File: src/rtl/arith_pkg.sv
// Shared arithmetic datapath types: serial-unit FSM states and counter sizing helper.
package arith_pkg;

  typedef enum logic [1:0] {
    IDLE  = 2'd0,
    SHIFT = 2'd1,
    DONE  = 2'd2
  } state_t;

  localparam int unsigned SERIAL_N_MIN = 2;
  localparam int unsigned SERIAL_N_MAX = 32;

  // Bit count index width; never below one bit so the counter always exists.
  function automatic int unsigned count_width(input int unsigned n);
    return (n < 2) ? 1 : $clog2(n);
  endfunction

endpackage

File: src/rtl/full_subtractor.sv
// Single-bit full subtractor cell: d = x - y - w, bo = borrow out.
module full_subtractor (
  input  logic x,
  input  logic y,
  input  logic w,
  output logic d,
  output logic bo
);

  logic nx;
  logic xy;
  logic nxy;
  logic t_xy;
  logic t_w;

  xor g_d   (d, x, y, w);
  not g_nx  (nx, x);
  and g_txy (t_xy, nx, y);
  xor g_xy  (xy, x, y);
  not g_nxy (nxy, xy);
  and g_tw  (t_w, nxy, w);
  or  g_bo  (bo, t_xy, t_w);

endmodule

File: src/rtl/serial_subtractor.sv
// Bit-serial N-bit subtractor (diff = a - b - bin), LSB first, start/done handshake.
// Optional zero/ovf flag outputs when SERIAL_SUB_FLAGS_EN is defined.
module serial_subtractor
  import arith_pkg::*;
#(
  parameter int unsigned N = 8
) (
  input  logic         clk,
  input  logic         rst,
  input  logic         start,
  input  logic [N-1:0] a,
  input  logic [N-1:0] b,
  input  logic         bin,
  output logic         ready,
  output logic         busy,
  output logic         done,
  output logic [N-1:0] diff,
  output logic         bout
`ifdef SERIAL_SUB_FLAGS_EN
  ,
  output logic         zero,
  output logic         ovf
`endif
);

  localparam int unsigned CW = count_width(N);

  state_t         state;
  state_t         state_nx;
  logic [N-1:0]   a_sh;
  logic [N-1:0]   b_sh;
  logic [N-1:0]   diff_sh;
  logic [N-1:0]   diff_nx;
  logic           borrow;
  logic [CW-1:0]  count;
  logic           cell_d;
  logic           cell_bo;
  logic           last;
  logic           accept;

  full_subtractor u_cell (
    .x  (a_sh[0]),
    .y  (b_sh[0]),
    .w  (borrow),
    .d  (cell_d),
    .bo (cell_bo)
  );

  assign last    = (count == CW'(N - 1));
  assign diff_nx = {cell_d, diff_sh[N-1:1]};
  assign accept  = ready && start;

  always_ff @(posedge clk) begin
    if (rst) state <= IDLE;
    else     state <= state_nx;
  end

  always_comb begin
    state_nx = state;
    ready    = 1'b0;
    busy     = 1'b0;
    done     = 1'b0;
    case (state)
      IDLE: begin
        ready = 1'b1;
        if (start) state_nx = SHIFT;
      end
      SHIFT: begin
        busy = 1'b1;
        if (last) state_nx = DONE;
      end
      DONE: begin
        ready    = 1'b1;
        done     = 1'b1;
        state_nx = start ? SHIFT : IDLE;
      end
      default: state_nx = IDLE;
    endcase
  end

  always_ff @(posedge clk) begin
    if (rst) begin
      a_sh    <= '0;
      b_sh    <= '0;
      diff_sh <= '0;
      borrow  <= 1'b0;
      count   <= '0;
      diff    <= '0;
      bout    <= 1'b0;
    end else if (accept) begin
      a_sh   <= a;
      b_sh   <= b;
      borrow <= bin;
      count  <= '0;
    end else if (state == SHIFT) begin
      diff_sh <= diff_nx;
      a_sh    <= a_sh >> 1;
      b_sh    <= b_sh >> 1;
      borrow  <= cell_bo;
      count   <= count + CW'(1);
      if (last) begin
        diff <= diff_nx;
        bout <= cell_bo;
      end
    end
  end

`ifdef SERIAL_SUB_FLAGS_EN
  logic a_msb;
  logic b_msb;

  // Sign bits are latched at acceptance since operand inputs may change mid-run.
  always_ff @(posedge clk) begin
    if (rst) begin
      a_msb <= 1'b0;
      b_msb <= 1'b0;
      zero  <= 1'b0;
      ovf   <= 1'b0;
    end else if (accept) begin
      a_msb <= a[N-1];
      b_msb <= b[N-1];
    end else if (state == SHIFT && last) begin
      zero <= (diff_nx == '0);
      ovf  <= (a_msb != b_msb) && (diff_nx[N-1] != a_msb);
    end
  end
`endif

endmodule
File: config.mk
export PLATFORM = sky130hd
export DESIGN_NAME = serial_subtractor
export DESIGN_NICKNAME = d
export VERILOG_FILES = /design/src/rtl/arith_pkg.sv /design/src/rtl/full_subtractor.sv /design/src/rtl/serial_subtractor.sv
export SDC_FILE = /design/constraint.sdc
export NUM_CORES = 1
export LEC_CHECK = 0
export CORE_ASPECT_RATIO = 1.5
export CORE_MARGIN = 2
export CORE_UTILIZATION = 35
export CTS_BUF_LIST = sky130_fd_sc_hd__clkbuf_8
export CTS_CLUSTER_SIZE = 40
export DETAILED_ROUTE_END_ITERATION = 8
export GPL_TIMING_DRIVEN = 0
export PLACE_DENSITY = 0.69
export SYNTH_ARGS = -nofsm -noshare
export SYNTH_HDL_FRONTEND = slang
export SYNTH_SLANG_ARGS = --single-unit
File: constraint.sdc
create_clock -name clk -period 1.25 [get_ports clk]
set_input_delay 0.1875 -clock clk [delete_from_list [all_inputs] [get_ports clk]]
set_output_delay 0.1875 -clock clk [all_outputs]
set_load 0.02 [all_outputs]
==> impl_metrics.csv <==
group,metric,value,unit
job,max-cap-violations,0,
placement,gp_congestion,0.7595,
global_route,grt_pass1_wl,5899,um
yosys,synth_area_leaders,"dfxtp_1 (50%), nand2_1 (9.6%), a21oi_1 (6.2%)",
sta,finalCritPeriodShare,109.6,%
route,wl_per_cell,14.54,um
layout,drive_gt1_share,23.56,%
worst_setup_path,r2r-start,"state[1]",
floorplan,io_pins,32,
outcome,violations,"setup timing",
floorplan,fp-row-count,29,
power_and_ir_drop,p_per_area,1161,nW/um^2
power_and_ir_drop,power_frac_clock,30.7,%
worst_setup_path,reg2reg_setup_slack,-20,ps
floorplan,dieArea,4909,sq um
clock_network,cts_inserted_buffers,5,
clock_network,clk_pin_slew,80,ps
sta,relSlewSlack,61.78,%
yosys,yosysWarnings,0,
power_and_ir_drop,internal-power,0.001885,W
sta,worst_slack,-120.5,ps
route,vias,1438,
power_and_ir_drop,p_sw,0.0006808,W
route,drc_errors,0,
clock_network,cts.path.max_buffers,2,
layout,fin_nets,248,
floorplan,die_h,84.82,um
worst_setup_path,critPathMaxStageDelay,340,ps
global_route,grt_start_max_net_pins,12,
yosys,syn_avg_cell_area,8.562,sq um
power_and_ir_drop,power_leakage,0.8394,nW
worst_setup_path,cp.required,1060,ps
outcome,status,"complete, but fails checks",
yosys,ys_ff_latch,38,
placement,placed_cells,254,
yosys,syn_inst,178,
worst_setup_path,crit_type,"reg -> out",
layout,post_layout_nonfiller_instances,271,
worst_setup_path,crit_end,"busy",
yosys,yosysTopAreaCellShare,49.92,%
route,drtIter0Drc,60,
worst_hold_path,hold_depth,2,
global_route,grt_pass1_vias,1260,
clock_network,clock-root-buffer,"clkbuf_8",
yosys,netlist_area,1524,sq um
sta,skew,10.62,ps
sta,rsz0062_at_grt,"yes",
clock_network,cts_tree,"yes",
yosys,synth-seq-area-share,49.92,%
worst_setup_path,path_max_fanout,7,
layout,antenna_cells,0,
sta,clock.fmax,729.7,MHz
layout,final_common_cell,"nand2_1",
worst_setup_path,cp.arrival,1180,ps
sta,finalSetupViolCount,7,
sta,tightest_slew,573.3,ps
yosys,yosys.area.top_type,"dfxtp_1",
floorplan,start_util,36.21,%
route,routed_wl,3939,um
worst_setup_path,end_kind,"primary output",
yosys,synth_cell_type_count,27,
route,via_per_inst,5.306,
layout,fillers,392,
placement,port_buffers,30,
placement,postPlaceCellArea,1882,sq um
worst_hold_path,hold_path_class,"in -> reg",
floorplan,dieWidth,57.88,um
layout,most-common-layout-cells,"nand2_1 (37), dfxtp_1 (35), a21oi_1 (18), clkdlybuf4s50_1 (18), nand3_1 (11)",
power_and_ir_drop,vdd_drop_max,0.8868,mV
power_and_ir_drop,combPwrFrac,18.2,%
route,ant_nets,0,
yosys,synth_fp_nets,201,
layout,area_growth_syn_to_layout,44.99,%
worst_setup_path,worst_setup_path_start_kind,"flop",
sta,min_period,1370,ps
clock_network,clk_latency,290,ps
sta,slew_viol_final,0,
global_route,antenna_found_initial,0,
global_route,grt_overflow_total,0,
placement,dp_hpwl,2397,um
worst_setup_path,startpoint,"state[1]",
worst_setup_path,cp_slowest_cell,"dfxtp_2",
floorplan,core,4209,sq um
power_and_ir_drop,p_seq_share,51.1,%
route,dr.pass1.iters,4,
power_and_ir_drop,swShare,26.53,%
clock_network,cts_htree_levels,2,
global_route,track_usage,15.79,%
layout,final_cell_area,2210,sq um
worst_setup_path,reg2reg_depth,5,
worst_setup_path,r2r-end,"b_sh[0]",
clock_network,cts_sinks,38,
sta,finalHoldViolations,0,
worst_setup_path,crit_chain,"nand2b_4 -> buf_12 -> clkinv_8 -> buf_8 -> buf_6",
[what timing repair did]
| action | CTS | global route |
|---|---|---|
| setup buffers | 2 | 7 |
| gates resized for setup | 33 | 29 |
| setup endpoints to repair | 38 | 29 |
| pin swaps | 1 | 5 |
| hold buffers | 0 | 0 |
| cloned | 0 | 2 |
[layer usage]
metal  vias to the layer above  GRT usage [%]  wire (um)
li1                        707              -          -
met1                       686          19.88       1680
met2                        38          25.21       2031
met3                         7          5.030        159
met4                         0          5.497         68
met5                         -              0          0
[worst max-delay path, delay by kind of cell (launching register included)]
family,cells,cell delay (ps)
flops,1,340
simple gates,1,130
buf+inv,4,420
[cell families (layout without fill, tap and decap cells)]
group	Yosys count	count (layout)	synth area share, %
AND/OR/NAND/NOR	77	77	21.84
AO/OA/AOI/OAI	37	37	16.01
XOR/XNOR	1	1	0.5748
adder cells (fa/ha/maj)	3	3	2.955
buffers and inverters	19	66	6.732
multiplexers	3	3	1.971
flip-flops	38	38	49.92
[metrics by stage]
stage | setup slack (ps) | TNS, ps | util [%] | power [W] | hold WS (ps)
6_report | -120.5 | -168.4 | 52.50 | 0.002566 | 391.9
5_1_grt | -157.4 | -939.3 | 52.50 | 0.002681 | 399.9
4_1_cts | -118.3 | -118.9 | 47.65 | 0.002475 | 372.1
3_5_place_dp | -489.4 | -6616 | 44.71 | 0.001677 | 445.6
3_3_place_gp | -501.2 | -6034 | 44.71 | 0.001675 | 440.6
2_1_floorplan | 30.97 | 0 | - | 0.001545 | 323.5
[area by class of cell]
| type | instances | area, sq um | area share [%] |
|---|---|---|---|
| sequential | 38 | 767.0 | 34.71 |
| clock inverter | 2 | 10.01 | 0.4530 |
| timing repair buffer | 41 | 385.4 | 17.44 |
| multi-input combinational | 121 | 765.7 | 34.65 |
| inverter | 4 | 27.53 | 1.246 |
| tap | 46 | 57.56 | 2.605 |
| clock buffer | 5 | 68.82 | 3.114 |
| buffer | 14 | 127.6 | 5.776 |
[cells in the mapped netlist (all sizes together)]
master / count
a21oi: 19
a22oi: 1
a2bb2oi: 1
a311oi: 10
and2b: 1
buf: 10
clkbuf: 5
dfxtp: 38
fa: 1
ha: 2
inv: 4
mux2i: 3
nand2: 39
nand2b: 2
nand3: 11
nand3b: 1
nor2: 10
nor2b: 1
nor3: 12
o21a: 1
o22ai: 5
xnor2: 1
[worst min path at each step]
stage | start | endpoint | slack, ps
2_1_floorplan | a[7] | a_sh[7] | 320
3_3_place_gp | diff[3] | diff[3] | 440
3_5_place_dp | diff[5] | diff[5] | 450
4_1_cts | rst | b_sh[3] | 370
5_1_grt | rst | b_sh[1] | 400
6_report | rst | a_sh[2] | 390
[power by group through the flow]
| stage | logic, W | registers, W | clock network [W] |
|---|---|---|---|
| 5_1_grt | 0.000503 | 0.00132 | 0.000860 |
| 2_1_floorplan | 0.000223 | 0.00132 | 0 |
| 4_1_cts | 0.000369 | 0.00130 | 0.000801 |
| 6_report | 0.000466 | 0.00131 | 0.000788 |
| 3_3_place_gp | 0.000346 | 0.00133 | 0 |
| 3_5_place_dp | 0.000347 | 0.00133 | 0 |
[state kept, by name, indices dropped and copies added (netlist names)]
| signal | flops |
|---|---|
| a_sh | 8 |
| borrow | 1 |
| b_sh | 8 |
| diff_sh | 7 |
| count | 3 |
| bout | 1 |
| state | 2 |
| diff | 8 |
No activity file was read; power rests on OpenSTA's default activity.
